File: src/rtl/multicycle_control_pkg.sv
// Shared encodings for the RV32I-subset control path.
// Holds the FSM state enum, opcode constants, ALU / immediate / result
// encodings and mux-select constants. The single-cycle control imports the
// same package so both datapaths agree on every encoding.
package multicycle_control_pkg;

    typedef enum logic [3:0] {
        ST_FETCH     = 4'd0,
        ST_DECODE    = 4'd1,
        ST_MEM_ADDR  = 4'd2,
        ST_MEM_READ  = 4'd3,
        ST_MEM_WB    = 4'd4,
        ST_MEM_WRITE = 4'd5,
        ST_EXEC_R    = 4'd6,
        ST_EXEC_I    = 4'd7,
        ST_ALU_WB    = 4'd8,
        ST_BRANCH    = 4'd9,
        ST_JAL       = 4'd10,
        ST_UPPER     = 4'd11,
        ST_ILLEGAL   = 4'd12
    } state_t;

    // Opcodes
    localparam logic [6:0] OP_LOAD   = 7'b0000011;
    localparam logic [6:0] OP_STORE  = 7'b0100011;
    localparam logic [6:0] OP_RTYPE  = 7'b0110011;
    localparam logic [6:0] OP_ITYPE  = 7'b0010011;
    localparam logic [6:0] OP_BRANCH = 7'b1100011;
    localparam logic [6:0] OP_JAL    = 7'b1101111;
    localparam logic [6:0] OP_LUI    = 7'b0110111;
    localparam logic [6:0] OP_AUIPC  = 7'b0010111;

    // alu_control
    localparam logic [2:0] ALU_ADD = 3'b000;
    localparam logic [2:0] ALU_SUB = 3'b001;
    localparam logic [2:0] ALU_AND = 3'b010;
    localparam logic [2:0] ALU_OR  = 3'b011;
    localparam logic [2:0] ALU_XOR = 3'b100;
    localparam logic [2:0] ALU_SLT = 3'b101;

    // imm_type
    localparam logic [2:0] IMM_I = 3'b000;
    localparam logic [2:0] IMM_S = 3'b001;
    localparam logic [2:0] IMM_B = 3'b010;
    localparam logic [2:0] IMM_J = 3'b011;
    localparam logic [2:0] IMM_U = 3'b100;

    // result_source
    localparam logic [1:0] RES_ALUOUT = 2'b00;
    localparam logic [1:0] RES_MEM    = 2'b01;
    localparam logic [1:0] RES_PC4    = 2'b10;
    localparam logic [1:0] RES_UPPER  = 2'b11;

    // ALU operand selects
    localparam logic [1:0] SRCA_PC    = 2'b00;
    localparam logic [1:0] SRCA_OLDPC = 2'b01;
    localparam logic [1:0] SRCA_RS1   = 2'b10;
    localparam logic [1:0] SRCB_RS2   = 2'b00;
    localparam logic [1:0] SRCB_IMM   = 2'b01;
    localparam logic [1:0] SRCB_FOUR  = 2'b10;

    // Base operand of the upper-immediate adder
    localparam logic [1:0] BASE_OLDPC = 2'b00;  // AUIPC
    localparam logic [1:0] BASE_ZERO  = 2'b01;  // LUI

    // Immediate format is purely a function of the opcode, independent of state.
    function automatic logic [2:0] imm_type_for(input logic [6:0] op);
        logic [2:0] t;
        t = IMM_I;
        case (op)
            OP_STORE:         t = IMM_S;
            OP_BRANCH:        t = IMM_B;
            OP_JAL:           t = IMM_J;
            OP_LUI, OP_AUIPC: t = IMM_U;
            default:          t = IMM_I;
        endcase
        return t;
    endfunction

endpackage

File: src/rtl/multicycle_control_if.sv
// Unified-memory handshake between the controller (master) and memory (slave).
//   mem_req   : request, held stable until the mem_ready cycle
//   mem_write : write strobe accompanying mem_req
//   addr_src  : address select, 0 = PC, 1 = ALUOut
//   mem_ready : completion, only meaningful while mem_req = 1
interface multicycle_control_if;
    logic mem_req;
    logic mem_write;
    logic addr_src;
    logic mem_ready;

    modport master (
        output mem_req,
        output mem_write,
        output addr_src,
        input  mem_ready
    );

    modport slave (
        input  mem_req,
        input  mem_write,
        input  addr_src,
        output mem_ready
    );
endinterface

File: src/rtl/multicycle_control_alu_decoder.sv
// Combinational ALU operation decoder.
//   op_code, func3, func7_5 : instruction fields (func7_5 = func7[5])
//   alu_control             : ALU operation encoding
//   bad_func                : func3 has no supported operation
module alu_decoder
    import multicycle_control_pkg::*;
(
    input  logic [6:0] op_code,
    input  logic [2:0] func3,
    input  logic       func7_5,
    output logic [2:0] alu_control,
    output logic       bad_func
);

    always_comb begin
        alu_control = ALU_ADD;
        bad_func    = 1'b0;
        case (func3)
            // func7[5] selects SUB only for register-register ops; in ADDI
            // that bit is part of the immediate.
            3'b000:  alu_control = (op_code == OP_RTYPE && func7_5) ? ALU_SUB : ALU_ADD;
            3'b010:  alu_control = ALU_SLT;
            3'b100:  alu_control = ALU_XOR;
            3'b110:  alu_control = ALU_OR;
            3'b111:  alu_control = ALU_AND;
            default: bad_func    = 1'b1;
        endcase
    end

endmodule

File: src/rtl/multicycle_control.sv
// Multicycle RV32I-subset control FSM.
//   clk, rst_n       : clock, asynchronous active-low reset
//   mem_bus          : memory handshake (mem_req, mem_write, addr_src, mem_ready)
//   op_code/func3/func7, zero : latched instruction fields, ALU zero flag
//   ir_write, pc_write, reg_write : architectural update strobes
//   alu_src_a/b, alu_control, imm_type, result_source, addr_base_src : datapath selects
//   illegal, instr_retired, state : status / debug
// ILLEGAL_HALT = 1 parks in ILLEGAL until reset; 0 flags one cycle then refetches.
module multicycle_control
    import multicycle_control_pkg::*;
#(
    parameter bit ILLEGAL_HALT = 1'b1
) (
    input  logic                        clk,
    input  logic                        rst_n,
    multicycle_control_if.master        mem_bus,
    input  logic [6:0]                  op_code,
    input  logic [2:0]                  func3,
    input  logic [6:0]                  func7,
    input  logic                        zero,
    output logic                        ir_write,
    output logic                        pc_write,
    output logic                        reg_write,
    output logic [1:0]                  alu_src_a,
    output logic [1:0]                  alu_src_b,
    output logic [2:0]                  alu_control,
    output logic [2:0]                  imm_type,
    output logic [1:0]                  result_source,
    output logic [1:0]                  addr_base_src,
    output logic                        illegal,
    output logic                        instr_retired,
    output logic [3:0]                  state
);

    state_t     state_reg, state_next;
    logic [2:0] dec_alu_control;
    logic       dec_bad_func;

    logic       mem_req_c, mem_write_c, addr_src_c;
    logic       ir_write_c, pc_write_c, reg_write_c, illegal_c, retired_c;

    alu_decoder u_alu_decoder (
        .op_code     (op_code),
        .func3       (func3),
        .func7_5     (func7[5]),
        .alu_control (dec_alu_control),
        .bad_func    (dec_bad_func)
    );

    always_ff @(posedge clk or negedge rst_n) begin
        if (!rst_n) state_reg <= ST_FETCH;
        else        state_reg <= state_next;
    end

    always_comb begin
        state_next    = state_reg;
        mem_req_c     = 1'b0;
        mem_write_c   = 1'b0;
        addr_src_c    = 1'b0;
        ir_write_c    = 1'b0;
        pc_write_c    = 1'b0;
        reg_write_c   = 1'b0;
        illegal_c     = 1'b0;
        retired_c     = 1'b0;
        alu_src_a     = SRCA_PC;
        alu_src_b     = SRCB_RS2;
        alu_control   = ALU_ADD;
        result_source = RES_ALUOUT;
        addr_base_src = BASE_OLDPC;

        case (state_reg)
            ST_FETCH: begin
                // PC + 4 computed alongside the instruction read.
                mem_req_c = 1'b1;
                alu_src_b = SRCB_FOUR;
                if (mem_bus.mem_ready) begin
                    ir_write_c = 1'b1;
                    pc_write_c = 1'b1;
                    state_next = ST_DECODE;
                end
            end
            ST_DECODE: begin
                // Branch/jump target oldPC + imm is parked in ALUOut here.
                alu_src_a = SRCA_OLDPC;
                alu_src_b = SRCB_IMM;
                case (op_code)
                    OP_LOAD, OP_STORE: state_next = ST_MEM_ADDR;
                    OP_RTYPE:          state_next = dec_bad_func ? ST_ILLEGAL : ST_EXEC_R;
                    OP_ITYPE:          state_next = dec_bad_func ? ST_ILLEGAL : ST_EXEC_I;
                    OP_BRANCH:         state_next = (func3 == 3'b000) ? ST_BRANCH : ST_ILLEGAL;
                    OP_JAL:            state_next = ST_JAL;
                    OP_LUI, OP_AUIPC:  state_next = ST_UPPER;
                    default:           state_next = ST_ILLEGAL;
                endcase
            end
            ST_MEM_ADDR: begin
                alu_src_a  = SRCA_RS1;
                alu_src_b  = SRCB_IMM;
                state_next = (op_code == OP_STORE) ? ST_MEM_WRITE : ST_MEM_READ;
            end
            ST_MEM_READ: begin
                mem_req_c  = 1'b1;
                addr_src_c = 1'b1;
                if (mem_bus.mem_ready) state_next = ST_MEM_WB;
            end
            ST_MEM_WB: begin
                reg_write_c   = 1'b1;
                result_source = RES_MEM;
                retired_c     = 1'b1;
                state_next    = ST_FETCH;
            end
            ST_MEM_WRITE: begin
                mem_req_c   = 1'b1;
                mem_write_c = 1'b1;
                addr_src_c  = 1'b1;
                if (mem_bus.mem_ready) begin
                    retired_c  = 1'b1;
                    state_next = ST_FETCH;
                end
            end
            ST_EXEC_R, ST_EXEC_I: begin
                alu_src_a   = SRCA_RS1;
                alu_src_b   = (state_reg == ST_EXEC_I) ? SRCB_IMM : SRCB_RS2;
                alu_control = dec_alu_control;
                state_next  = ST_ALU_WB;
            end
            ST_ALU_WB: begin
                reg_write_c = 1'b1;
                retired_c   = 1'b1;
                state_next  = ST_FETCH;
            end
            ST_BRANCH: begin
                // PC takes the target held in ALUOut only when rs1 == rs2.
                alu_src_a   = SRCA_RS1;
                alu_src_b   = SRCB_RS2;
                alu_control = ALU_SUB;
                pc_write_c  = zero;
                retired_c   = 1'b1;
                state_next  = ST_FETCH;
            end
            ST_JAL: begin
                pc_write_c    = 1'b1;
                reg_write_c   = 1'b1;
                result_source = RES_PC4;
                retired_c     = 1'b1;
                state_next    = ST_FETCH;
            end
            ST_UPPER: begin
                reg_write_c   = 1'b1;
                result_source = RES_UPPER;
                addr_base_src = (op_code == OP_LUI) ? BASE_ZERO : BASE_OLDPC;
                retired_c     = 1'b1;
                state_next    = ST_FETCH;
            end
            ST_ILLEGAL: begin
                illegal_c = 1'b1;
                if (ILLEGAL_HALT == 1'b0) state_next = ST_FETCH;
            end
            default: state_next = ST_FETCH;
        endcase
    end

    assign imm_type = imm_type_for(op_code);
    assign state    = state_reg;

    // Strobes are masked by rst_n so an outstanding request drops the moment
    // reset asserts, without waiting for a clock edge.
    assign mem_bus.mem_req   = mem_req_c   & rst_n;
    assign mem_bus.mem_write = mem_write_c & rst_n;
    assign mem_bus.addr_src  = addr_src_c;
    assign ir_write          = ir_write_c  & rst_n;
    assign pc_write          = pc_write_c  & rst_n;
    assign reg_write         = reg_write_c & rst_n;
    assign illegal           = illegal_c   & rst_n;
    assign instr_retired     = retired_c   & rst_n;

endmodule

File: src/flat_wrapper.sv
// flat-port wrapper written by rule: the top's interface ports become plain ports
module multicycle_control_flat import multicycle_control_pkg::*;
#(
    parameter bit ILLEGAL_HALT = 1'b1
)
  (clk, rst_n, op_code, func3, func7, zero, ir_write, pc_write, reg_write, alu_src_a, alu_src_b, alu_control, imm_type, result_source, addr_base_src, illegal, instr_retired, state, mem_bus_mem_req, mem_bus_mem_write, mem_bus_addr_src, mem_bus_mem_ready);
  multicycle_control_if mem_bus_i ();
  input  logic clk;
  input  logic rst_n;
  input  logic [6:0] op_code;
  input  logic [2:0] func3;
  input  logic [6:0] func7;
  input  logic zero;
  output logic ir_write;
  output logic pc_write;
  output logic reg_write;
  output logic [1:0] alu_src_a;
  output logic [1:0] alu_src_b;
  output logic [2:0] alu_control;
  output logic [2:0] imm_type;
  output logic [1:0] result_source;
  output logic [1:0] addr_base_src;
  output logic illegal;
  output logic instr_retired;
  output logic [3:0] state;
  output wire logic [$bits(mem_bus_i.mem_req)-1:0] mem_bus_mem_req;
  output wire logic [$bits(mem_bus_i.mem_write)-1:0] mem_bus_mem_write;
  output wire logic [$bits(mem_bus_i.addr_src)-1:0] mem_bus_addr_src;
  input wire logic [$bits(mem_bus_i.mem_ready)-1:0] mem_bus_mem_ready;
  assign mem_bus_mem_req = mem_bus_i.mem_req;
  assign mem_bus_mem_write = mem_bus_i.mem_write;
  assign mem_bus_addr_src = mem_bus_i.addr_src;
  assign mem_bus_i.mem_ready = mem_bus_mem_ready;
  multicycle_control #(.ILLEGAL_HALT(ILLEGAL_HALT)) u_core (.clk(clk), .rst_n(rst_n), .mem_bus(mem_bus_i), .op_code(op_code), .func3(func3), .func7(func7), .zero(zero), .ir_write(ir_write), .pc_write(pc_write), .reg_write(reg_write), .alu_src_a(alu_src_a), .alu_src_b(alu_src_b), .alu_control(alu_control), .imm_type(imm_type), .result_source(result_source), .addr_base_src(addr_base_src), .illegal(illegal), .instr_retired(instr_retired), .state(state));
endmodule
File: config.mk
export PLATFORM = sky130hd
export DESIGN_NAME = multicycle_control_flat
export DESIGN_NICKNAME = d
export VERILOG_FILES = /design/src/rtl/multicycle_control_pkg.sv /design/src/rtl/multicycle_control_if.sv /design/src/rtl/multicycle_control_alu_decoder.sv /design/src/rtl/multicycle_control.sv /design/src/flat_wrapper.sv
export SDC_FILE = /design/constraint.sdc
export NUM_CORES = 1
export LEC_CHECK = 0
export ABC_AREA = 1
export ABC_CLOCK_PERIOD_IN_PS = 1230
export BUFFER_PORTS_ARGS = -buffer_cell sky130_fd_sc_hd__buf_2
export CAP_MARGIN = 20
export CORE_UTILIZATION = 37
export CTS_CLUSTER_DIAMETER = 30
export DETAILED_ROUTE_END_ITERATION = 8
export PLACE_DENSITY_LB_ADDON = 0.15
export SLEW_MARGIN = 40
export SYNTH_ARGS = -nofsm -noshare
export SYNTH_HDL_FRONTEND = slang
export SYNTH_SLANG_ARGS = --single-unit
File: constraint.sdc
create_clock -name clk -period 1.23 [get_ports clk]
set_clock_uncertainty 0.15 [all_clocks]
set_input_delay 0.123 -clock clk [delete_from_list [all_inputs] [get_ports clk]]
set_output_delay 0.123 -clock clk [all_outputs]
set_load 0.05 [all_outputs]
==> run summary, run 1 <==
Run status -> aborted with a tool error
Failed at -> 5_1_grt
Err -> [ERROR DPL-0038] Utilization greater than 100%, impossible to legalize
I/O Pins -> 47
DP Area -> 1370 um2
Syn_area_per_cell -> 5.22 um2
Post-synthesis sequential area ratio -> 0.146
Cell area after synthesis -> 684 um2
CTS buffer count -> 3
PortBufs -> 39
Synth warn -> 0
Synth top area share -> 0.208
Largest cells by area after synthesis -> nand2_1 (21%), dfrtp_1 (15%), inv_1 (13%)
Library cells used by synthesis -> 18
Largest net degree at the start of global routing -> 7
CTS H-tree depth -> 1
Core Rows -> 15
Synth top cells by count -> nand2_1 (38), inv_1 (23), nor2_1 (19)
WEP type -> output port
Critical endpoint after global-route timing repair -> pc_write
Dpl ws -> -352 ps
Post-synth EDFFs -> 0
CTS sink cnt -> 4
Post-Syn Nets -> 152
CTS root buf -> clkbuf_4
Yosys reg bits -> 4
Ys async rst share -> 1.00
Cells after Synth -> 131
GPL Wtd Cong -> 0.900
DP HPWL -> 2.13 mm
Longest Clk Path Bufs -> 2
Height of the chip -> 45.0 um
Starting Density -> 0.396
Die Width -> 45.0 um
Most numerous cell in the Yosys netlist -> nand2_1
Yosys top cell by area -> nand2_1
Top FF cell, synth -> dfrtp_1
## cells by family after synthesis
family / share of synthesized area
other: 0.00548
AND/OR/NAND/NOR: 0.587
buffers and inverters: 0.170
AO/OA/AOI/OAI: 0.0914
flip-flops: 0.146
## through the flow
stage / instances / util
floorplan: 131 / -
global placement: 233 / 0.791
detailed placement: 233 / 0.791
CTS: 241 / 0.956
## timing repair
action                                 CTS
hold buffers                             1
setup endpoints to repair               27
setup buffers                            4
resized for setup                       68
pin swaps                                9
endpoints found under the hold margin    4
==> run 2, diff against run 1 <==
--- a/config.mk
+++ b/config.mk
@@ -6,12 +6,12 @@
 export NUM_CORES = 1
 export LEC_CHECK = 0
 export ABC_AREA = 1
-export ABC_CLOCK_PERIOD_IN_PS = 1230
+export ABC_CLOCK_PERIOD_IN_PS = 1600
 export BUFFER_PORTS_ARGS = -buffer_cell sky130_fd_sc_hd__buf_2
 export CAP_MARGIN = 20
-export CORE_UTILIZATION = 37
-export CTS_CLUSTER_DIAMETER = 30
+export CORE_AREA = 2 2 63 65
 export DETAILED_ROUTE_END_ITERATION = 8
+export DIE_AREA = 0 0 65 67
 export PLACE_DENSITY_LB_ADDON = 0.15
 export SLEW_MARGIN = 40
 export SYNTH_ARGS = -nofsm -noshare
==> constraint.sdc (replaced) <==
create_clock -name clk -period 1.6 [get_ports clk]
set_clock_uncertainty 0.15 [all_clocks]
set_input_delay 0.16 -clock clk [delete_from_list [all_inputs] [get_ports clk]]
set_output_delay 0.16 -clock clk [all_outputs]
set_load 0.05 [all_outputs]
==> run 2 against run 1 <==
  * The flow now finishes, with violations (setup timing)
  * Synthesized cell count did not move
  * Synthesized area unchanged
==> run summary, run 2 <==
Peak VDD IR -> 341 uV
Setup crit end kind -> output port
CTS H-tree depth -> 1 (unchanged)
Fin nets -> 226
DP HPWL -> 2.07 mm (was 2.13 mm)
FF+latch area -> 105 um2
Height of the chip -> 67 um (was 45.0 um)
GR Util met2 -> 0.247
Worst Setup EP -> reg_write
Met3 Track Usage GR -> 0.0220
Clock-pin transition on the worst setup and hold timing paths -> 30 ps
I/O Pins -> 47 (unchanged)
Largest cells by area after synthesis -> nand2_1 (21%), dfrtp_1 (15%), inv_1 (13%) (unchanged)
CP arrival -> 1400 ps
Crit path from -> u_core.state[0]$_DFFE_PN0P_
Hold_ws -> 138 ps
PwrDens -> 1520 nW/um2
First-pass GRT wire length -> 4.34 mm
Violated checks -> setup timing
Multi-input gate area -> 647 um2
DR pass1 iterations -> 4
Longest Clk Path Bufs -> 2 (unchanged)
CTS sink cnt -> 4 (unchanged)
Largest register FFs -> 4
PortBufs -> 39 (unchanged)
Commonest non-fill, non-tap cell in the layout -> nand2_1
Min Tclk post-route -> 1710 ps
Crit-path max FO -> 4
CTS buffer count -> 3 (unchanged)
Share of cells above drive strength 1 -> 0.631
Via Count -> 1023
Run status -> finished, violations left (was aborted with a tool error)
Core Rows -> 22 (was 15)
Commonest non-fill, non-tap cells in the layout -> nand2_1 (31), buf_4 (28), buf_2 (21)
Final Hold Viols -> 0
Core area -> 3610 um2
WL per Instance -> 10.2 um
Final setup violation count -> 12
Worst r2r src -> u_core.state[0]$_DFFE_PN0P_
Top FF cell, synth -> dfrtp_1 (unchanged)
Leak -> 0.815 nW
Routed WL -> 2.57 mm
Crit Path Class -> register to output port
Grt ovf -> 0
RSZ-0062 raised after global routing -> yes
Max-Cap Viols -> 0
Post-Syn Nets -> 152 (unchanged)
GPL Wtd Cong -> 0.830 (was 0.900)
Ant. Diodes -> 0
Synth top area share -> 0.208 (unchanged)
Dpl ws -> -108 ps (was -352 ps)
Drc violations -> 0
Cells after Synth -> 131 (unchanged)
Hold Startpoint -> mem_bus_mem_ready
Final Util -> 0.426
Worst Slack Setup Final -> -110 ps
Met1 Track Usage GR -> 0.140
Yosys top cell by area -> nand2_1 (unchanged)
Worst endpoint required time -> 1290 ps
Final period utilization -> 1.07
Synth-to-layout area growth -> 125%
R2R Setup Slk -> 60 ps
Die Width -> 65 um (was 45.0 um)
Worst Hold Class -> input pin to register
Gr busiest metal -> met2
Fill cell count -> 387
Ys async rst share -> 1.00 (unchanged)
Path depth of the worst reg2reg path -> 11
Cell area after synthesis -> 684 um2 (unchanged)
CTS root buf -> clkbuf_8 (was clkbuf_4)
Largest net degree at the start of global routing -> 7
Initial antenna violation count -> 0
Fmax -> 0.585 GHz
Post-synthesis sequential area ratio -> 0.146 (unchanged)
Total die area -> 4360 um2
ANT nets after route -> 0
Starting Density -> 0.190 (was 0.396)
Initial DRC Count -> 31
Crit Reg-Reg Endpoint -> u_core.state[2]$_DFFE_PN0P_
CTS tree -> built
Most numerous cell in the Yosys netlist -> nand2_1 (unchanged)
Vias per cell -> 4.08
CP Launch Type -> register
Syn_area_per_cell -> 5.22 um2 (unchanged)
Slew Limit Fails -> 0
Synth warn -> 0 (unchanged)
Post-synth EDFFs -> 0 (unchanged)
Yosys reg bits -> 4 (unchanged)
Later-pin clock latency in the skew report -> 220 ps
Synth top cells by count -> nand2_1 (38), inv_1 (23), nor2_1 (19) (unchanged)
Library cells used by synthesis -> 18 (unchanged)
Vias in the first global route -> 1033
GRT Util Overall -> 0.128
run 2: cell counts after synthesis:
Identical to the previous run, type by type.
run 2: per-layer routing:
layer,vias up,routed length (um)
li1,541,-
met3,5,123
met5,-,0
met2,36,1370
met4,0,47
met1,441,1030
run 2: worst max-delay path: stages, from the launching register on:
cell and delay (ps):
dfrtp_2 430, inv_2 80, nand2_4 70, inv_2 50, nand3_1 70, nand2_1 90, nand2_2 100, a21oi_4 120
buf_6 170
run 2: cell families after synthesis:
logic type | Yosys count | share of synthesized area
AOI/OAI and AO/OA | 11 | 0.0914
and+or+nand+nor | 85 | 0.587
DFF | 4 | 0.146
buffers and inverters | 30 | 0.170
other | 1 | 0.00548
run 2: final cells by class:
| cell class | count | share of cell area |
|---|---|---|
| inverters | 29 | 0.0773 |
| clock buffers | 3 | 0.0269 |
| multi-input cells | 97 | 0.421 |
| well taps | 48 | 0.0391 |
| flip-flops and latches | 4 | 0.0683 |
| repair buffers | 70 | 0.368 |
run 2: repair_timing:
action	4_1_cts	5_1_grt
endpoints found under the hold margin	4	0
pin swaps	11	7
hold buffers	1	0
setup endpoints to repair	18	19
resized for setup	48	16
buffers inserted	7	2
run 2: worst min path at each step:
stage,cells past startpoint,to
global route,2,u_core.state[1]$_DFFE_PN0P_
CTS,2,u_core.state[1]$_DFFE_PN0P_
floorplan,0,u_core.state[0]$_DFFE_PN0P_
finish,2,u_core.state[1]$_DFFE_PN0P_
detailed placement,2,u_core.state[3]$_DFFE_PN0P_
global placement,2,u_core.state[2]$_DFFE_PN0P_
run 2: power by group:
part | switching [mW] | total [mW] | internal [mW] | leakage [nW]
Combinational | 1.18 | 1.93 | 0.753 | 0.747
Clock | 0.0574 | 0.218 | 0.161 | 0.0216
Sequential | 0.0450 | 0.188 | 0.143 | 0.0468
Total | 1.28 | 2.34 | 1.06 | 0.815
run 2: stage by stage:
stage               cell area [um2]  power, mW  setup TNS [ps]  cells
floorplan                       818       1.28           -1890    131
global placement               1220       1.73            -312    238
detailed placement             1220       1.72            -202    238
CTS                            1470       2.22            -924    249
global route                   1540       2.48           -1770    251
finish                         1540       2.34            -897    251
Power figures use the tool's default switching activity.
